$ cat src/rtl/seq_step_counter_if.sv
// Step-counter <-> sequence-controller link: restart/enable/value in,
// step index and captured sequence value with status flags out.
interface seq_step_counter_if #(
  parameter int CW = 3,
  parameter int VW = 3
) ();
  logic          clear;
  logic          en;
  logic [VW-1:0] in;
  logic [CW-1:0] count;
  logic [VW-1:0] q;
  logic          q_valid;
  logic          rpt;
  logic          wrap;
  logic          busy;

  modport master (
    output clear, en, in,
    input  count, q, q_valid, rpt, wrap, busy
  );

  modport slave (
    input  clear, en, in,
    output count, q, q_valid, rpt, wrap, busy
  );
endinterface

$ cat src/rtl/seq_step_counter.sv
// Paced step-index counter: every DIV enabled cycles it captures the
// controller's value, advances the index (wrapping at LAST) and flags repeats.
module seq_step_counter #(
  parameter int CW   = 3,
  parameter int VW   = 3,
  parameter int LAST = 5,
  parameter int DIV  = 4
) (
  input logic               clk,
  input logic               reset,
  seq_step_counter_if.slave bus
);
  localparam int            DW       = (DIV > 2) ? $clog2(DIV) : 1;
  localparam logic [DW-1:0] DIV_END  = DW'(DIV - 1);
  localparam logic [CW-1:0] LAST_IDX = CW'(LAST);

  typedef enum logic {IDLE, RUN} state_t;

  state_t        state, state_nxt;
  logic [DW-1:0] div;
  logic [CW-1:0] count;
  logic [VW-1:0] q;
  logic          q_valid, rpt, wrap, prev_valid;
  logic          last_hit;

  // An index beyond LAST (only possible if LAST shrinks) also wraps to 0.
  assign last_hit = (count == LAST_IDX) || (count > LAST_IDX);

  always_ff @(posedge clk) begin
    if (reset) state <= IDLE;
    else       state <= state_nxt;
  end

  // NOTE: next-state is assigned a default before the case so no latch is inferred.
  always_comb begin
    state_nxt = state;
    case (state)
      IDLE: if (!bus.clear && bus.en) state_nxt = RUN;
      RUN:  if (bus.clear)            state_nxt = IDLE;
    endcase
  end

  // NOTE: all state below uses non-blocking assignments so every register
  // samples the pre-edge values (q is compared before it is overwritten).
  always_ff @(posedge clk) begin
    if (reset) begin
      count      <= '0;
      div        <= '0;
      q          <= '0;
      q_valid    <= 1'b0;
      rpt        <= 1'b0;
      wrap       <= 1'b0;
      prev_valid <= 1'b0;
    end else if (bus.clear) begin
      // Restart the sequence; q and rpt keep showing the last capture.
      count      <= '0;
      div        <= '0;
      q_valid    <= 1'b0;
      wrap       <= 1'b0;
      prev_valid <= 1'b0;
    end else begin
      q_valid <= 1'b0;
      wrap    <= 1'b0;
      if (state == RUN && bus.en) begin
        if (div == DIV_END) begin
          q          <= bus.in;
          q_valid    <= 1'b1;
          rpt        <= prev_valid && (bus.in == q);
          prev_valid <= 1'b1;
          wrap       <= last_hit;
          count      <= last_hit ? '0 : count + 1'b1;
          div        <= '0;
        end else begin
          div <= div + 1'b1;
        end
      end
    end
  end

  assign bus.count   = count;
  assign bus.q       = q;
  assign bus.q_valid = q_valid;
  assign bus.rpt     = rpt;
  assign bus.wrap    = wrap;
  assign bus.busy    = (state == RUN);
endmodule

$ cat src/flat_wrapper.sv
// flat-port wrapper written by rule: the top's interface ports become plain ports
module seq_step_counter_flat 
#(
  parameter int CW   = 3,
  parameter int VW   = 3,
  parameter int LAST = 5,
  parameter int DIV  = 4
)
  (clk, reset, bus_clear, bus_en, bus_in, bus_count, bus_q, bus_q_valid, bus_rpt, bus_wrap, bus_busy);
  seq_step_counter_if #(.CW(CW), .VW(VW)) bus_i ();
  input logic clk;
  input logic reset;
  input wire logic [$bits(bus_i.clear)-1:0] bus_clear;
  input wire logic [$bits(bus_i.en)-1:0] bus_en;
  input wire logic [$bits(bus_i.in)-1:0] bus_in;
  output wire logic [$bits(bus_i.count)-1:0] bus_count;
  output wire logic [$bits(bus_i.q)-1:0] bus_q;
  output wire logic [$bits(bus_i.q_valid)-1:0] bus_q_valid;
  output wire logic [$bits(bus_i.rpt)-1:0] bus_rpt;
  output wire logic [$bits(bus_i.wrap)-1:0] bus_wrap;
  output wire logic [$bits(bus_i.busy)-1:0] bus_busy;
  assign bus_i.clear = bus_clear;
  assign bus_i.en = bus_en;
  assign bus_i.in = bus_in;
  assign bus_count = bus_i.count;
  assign bus_q = bus_i.q;
  assign bus_q_valid = bus_i.q_valid;
  assign bus_rpt = bus_i.rpt;
  assign bus_wrap = bus_i.wrap;
  assign bus_busy = bus_i.busy;
  seq_step_counter #(.CW(CW), .VW(VW), .LAST(LAST), .DIV(DIV)) u_core (.clk(clk), .reset(reset), .bus(bus_i));
endmodule
$ cat config.mk
export PLATFORM = sky130hd
export DESIGN_NAME = seq_step_counter_flat
export DESIGN_NICKNAME = d
export VERILOG_FILES = /design/src/rtl/seq_step_counter_if.sv /design/src/rtl/seq_step_counter.sv /design/src/flat_wrapper.sv
export SDC_FILE = /design/constraint.sdc
export NUM_CORES = 1
export LEC_CHECK = 0
export ABC_AREA = 1
export BUFFER_PORTS_ARGS = -buffer_cell sky130_fd_sc_hd__buf_2
export CAP_MARGIN = 10
export CORE_ASPECT_RATIO = 1.2
export CORE_MARGIN = 4
export CORE_UTILIZATION = 36
export CTS_CLUSTER_DIAMETER = 100
export DETAILED_ROUTE_END_ITERATION = 10
export PLACE_DENSITY_LB_ADDON = 0.3
export SYNTH_ARGS = -nofsm -noshare
export SYNTH_HDL_FRONTEND = slang
export SYNTH_SLANG_ARGS = --single-unit
$ cat constraint.sdc
create_clock -name clk -period 1.75 [get_ports clk]
set_clock_uncertainty 0.05 [all_clocks]
set_input_delay 0.0875 -clock clk [delete_from_list [all_inputs] [get_ports clk]]
set_output_delay 0.0875 -clock clk [all_outputs]
set_load 0.1 [all_outputs]
Yosys cells after proc, flatten, opt, wreduce, memory -nomap -nowiden
Cells that the tools add are included.

Bitwise operators: 4. Add/sub/neg operators: 2. Reduce and logical (&&, ||, !) cells: 10. Equal/unequal tests: 3. Magnitude comparators: 1. Mux-type cells: 6.

Operators by type and width (number): $not 1->1 (4); $reduce_or 4->1 (1); $add 3x1->3 const B (1); $eq 3x3->1 (1); $eq 3x3->1 const B (1); $gt 3x3->1 const B (1); $logic_and 1x1->1 (3); $mux 1 (3); $mux 3 (1); $reduce_and 3->1 (1); $reduce_or 3->1 (1); $add 2x1->2 const B (1); $eq 2x2->1 const B (1); $mux 2 (1); $pmux 1 s2 (1); $reduce_and 2->1 (1); $reduce_or 2->1 (1); $logic_not 1->1 (1); $logic_or 1x1->1 (1).

Flip-flop bits (word level): 13. Word-level logic and storage cells: 34. Output and inout bits: 10.

Logic depth before layout (Yosys ltp)
Depth in word-level cells: 4. Mapped depth: 7. Depth with buffers taken out: 7.

Least setup slack after synthesis
OpenSTA, ideal clock, no wires.

Path type: reg2reg. Start point: register u_core.count[1], in the netlist u_core.bus.count[1]. End point: register u_core.count[0], in the netlist u_core.bus.count[0]. Slack: -57 ps. Data required time: 1630 ps. Library setup time: 70 ps. Arrival: 1686 ps. Cell stages (with the launch flop): 8. Path through: dfxtp_1 -> inv_2 -> ha_1 -> inv_1 -> nand3_1 -> nand2_1 -> nand2_1 -> a21oi_1.

Word-level cells in the longest chain between the ends: 3. Elaborated cells on any way between the ends: 4. Those cells by class: 1 x order compare; 1 x eq/ne; 1 x mux; 1 x reduce/logical.

Ends and longest elaborated chain: from (decl) (line seq_step_counter.sv:21) `logic [CW-1:0] count;`; from (signal assigned) (line seq_step_counter.sv:71) `count <= last_hit ? '0 : count + 1'b1;`; $gt 3x3->1 / $eq 3x3->1 (equally long branches) (line seq_step_counter.sv:27) `assign last_hit = (count == LAST_IDX) || (count > LAST_IDX);`; $logic_or 1x1->1 (*) (line seq_step_counter.sv:27); $mux 3 (*) (line seq_step_counter.sv:71).

Every way passes the cells marked *; elsewhere a longest branch is shown, timed or not. A chain may end at the register's enable or synchronous reset.

Worst setup path in the final report
Start point: register u_core.state, in the netlist u_core.bus.busy. End point: output port bus_busy.

RTL lines: from (decl) (line seq_step_counter.sv:19) `state_t state, state_nxt;`; from (signal assigned) (line seq_step_counter.sv:31) `else state <= state_nxt;`; to (decl) (line flat_wrapper.sv:21) `output wire logic [$bits(bus_i.busy)-1:0] bus_busy;`.

No word-level cell between the ends.

==> flow_summary.json <==
{
  "place_congestion": 0.815,
  "post_cts_buffers": 0,
  "grt_start_max_net_pins": 8,
  "num_io_pins": 17,
  "reg2reg_depth": 6,
  "slew_headroom": 0.678,
  "async_flop_share": 0,
  "syn_nets": 95,
  "drv_cap": 0,
  "synth_seq_cells": 13,
  "antenna_found_initial": 0,
  "ir_drop_v": 0.000398,
  "critPathMaxStageDelay_ps": 450,
  "firstDrtPassIters": 3,
  "most-common-layout-cells": "nor2_1, buf_2, nand2_1, dfxtp_1, inv_1",
  "synth_edf_count": 0,
  "ctsResizeCount": 0,
  "ant_nets": 0,
  "period_share": 0.717,
  "arrival_ps": 1120,
  "clk_pin_slew_ps": 80,
  "timing.final.hold_violations": 0,
  "drt_iter0_drc": 1,
  "placed_cell_area_um2": 749,
  "wl_per_cell_um": 8.53,
  "yosys.area_share.xor_xnor": 0.0136,
  "cp_top_family": "buffers and inverters",
  "synth_compound_area_frac": 0.109,
  "synth_area_um2": 644,
  "use_met2": 0.158,
  "p_leak_nw": 0.417,
  "clock_latency_ps": 270,
  "timing.rr.end": "u_core.bus.q[0]$_SDFFE_PP0P_",
  "io_buffers": 16,
  "die_y_um": 54.3,
  "crit_start": "u_core.bus.busy$_SDFF_PP0_",
  "synthSimpleGateAreaFrac": 0.309,
  "critPathLaunchType": "flop",
  "endpoint": "bus_busy",
  "fillers": 186,
  "start_util": 0.388,
  "final_common_cell": "nor2_1",
  "critPathCaptureType": "primary output",
  "fin_nets": 116,
  "avgSynthCellArea_um2": 7.58,
  "fin_setup_tns_ps": 0,
  "path_max_fanout": 3,
  "status": "finished, final reports clean",
  "muxShareOfSynthArea": 0,
  "yosysUniqueCellTypes": 21,
  "fin_util": 0.467,
  "rsz0062_at_grt": "false",
  "tightest_slew_ps": 486,
  "grt.overflow.total": 0,
  "cp_slowest_cell": "buf_2",
  "synth_area_leaders": "dfxtp_1, nor2_1, nand2_1",
  "cts_buffers": 3,
  "wirelength_um": 1050,
  "yosys.area.top_type": "dfxtp_1",
  "required_ps": 1610,
  "dieWidth_um": 46.6,
  "htree_levels": 1,
  "hold_start": "bus_in[1]",
  "powerDensity_mw_per_mm2": 670,
  "netlist.area_leader.share": 0.404,
  "n_antenna_cell": 0,
  "maxSlewViolCount": 0,
  "yosysWarnings": 0,
  "regToRegStartpoint": "u_core.div[0]$_SDFFE_PP0P_",
  "period_minus_slack_ps": 1250,
  "synth-adder-area-share": 0.0583,
  "cp_num_buf_inv": 1,
  "dp_hpwl_um": 879,
  "vias_per_cell": 4.43,
  "crit_chain": "buf_2",
  "drive_gt1_frac": 0.333,
  "cts_tree": "yes",
  "clk_path_buf_depth": 2,
  "critPathKind": "reg2out",
  "fp-row-count": 16,
  "holdCritPathClass": "in2reg",
  "postLayoutCellArea_um2": 776,
  "cp.depth": 1,
  "use_met1": 0.136,
  "die_area_mm2": 0.00253,
  "area_growth_pct": 20.4,
  "grt_pass1_vias": 497,
  "finalSetupViolCount": 0,
  "grt.total_usage": 0.106,
  "busiest_layer": "met2",
  "clock_sinks": 13,
  "drc": 0,
  "synth_top_family_by_area": "simple AND/OR/NAND/NOR gates",
  "yosys_most_used_dff": "dfxtp_1",
  "vias": 545,
  "grtUsageMet3": 0.0296,
  "fmax_mhz": 797,
  "synth-seq-area-share": 0.404,
  "r2r_slack_ps": 560,
  "netlist_instances": 85,
  "grt_pass1_wl_um": 1930,
  "cts_root_buf": "clkbuf_4",
  "cts_hold_buf": 0,
  "core_area_mm2": 0.00166
}
how the worst min path moves through the flow:
stage | end | slack [ps] | depth (start not counted)
CTS | u_core.bus.q[1]$_SDFFE_PP0P_ | 9 | 3
floorplan | u_core.bus.busy$_SDFF_PP0_ | 160 | 1
global route | u_core.bus.busy$_SDFF_PP0_ | 40 | 2
finish | u_core.bus.q[1]$_SDFFE_PP0P_ | 20 | 3
global placement | u_core.bus.q[1]$_SDFFE_PP0P_ | 290 | 3
detailed placement | u_core.bus.q[1]$_SDFFE_PP0P_ | 300 | 3
layer usage:
| layer | share of wire | up-vias |
|---|---|---|
| met5 | 0 | - |
| li1 | - | 304 |
| met3 | 0.076 | 2 |
| met4 | 0.013 | 0 |
| met2 | 0.45 | 11 |
| met1 | 0.46 | 228 |
cells by family after synthesis:
family | count (synthesis)
fa+ha+maj | 3
compound gates | 11
simple gates | 40
flops | 13
xor+xnor | 1
buf+inv | 17
registers in the layout (all words and copies together), names as in the netlist:
name                cells
u_core.bus.wrap         1
u_core.prev_valid       1
u_core.bus.rpt          1
u_core.bus.q            3
u_core.bus.q_valid      1
u_core.bus.count        3
u_core.bus.busy         1
u_core.div              2
per-stage QoR:
| step | cells | worst slack, ps | power (W) | hold WS [ps] |
|---|---|---|---|---|
| 5_1_grt | 123 | 430 | 0.000554 | 36.3 |
| 3_5_place_dp | 119 | 553 | 0.000346 | 299 |
| 3_3_place_gp | 119 | 577 | 0.000346 | 294 |
| 4_1_cts | 123 | 474 | 0.000534 | 9.29 |
| 2_1_floorplan | 85 | 38.1 | 0.000332 | 162 |
| 6_report | 123 | 495 | 0.000520 | 17.6 |
Yosys cell counts (2+ instances only):
library cell  number
ha_1               3
nand2_2            2
nand2_4            2
nor2_1            17
inv_1             10
o21a_1             2
nand2_1           14
o21ai_1            5
nand3_1            2
inv_2              5
dfxtp_1           13
where the power goes:
| group | switching (W) | total, W | internal (W) | leakage [nW] |
|---|---|---|---|---|
| clock network | 0.0000928 | 0.000181 | 0.0000881 | 0.0150 |
| logic | 0.0000265 | 0.0000397 | 0.0000132 | 0.296 |
| registers | 0.00000176 | 0.000299 | 0.000297 | 0.106 |
worst register-to-register path, cell delays in order (launching register included):
cell	delay (ps)
dfxtp_1	350
ha_1	210
inv_2	80
nor2_8	150
nand2_4	80
o21ai_1	130
nor2_1	50
area by class of cell:
class	count	area, um^2	area share
clock buffers	4	26.3	0.0339
inverters	17	68.8	0.0887
multi-input cells	55	315	0.406
flip-flops and latches	13	263	0.339
well taps	18	22.5	0.0290
repair buffers	16	80.1	0.103
Note: power is estimated with default switching activity, not from simulation.
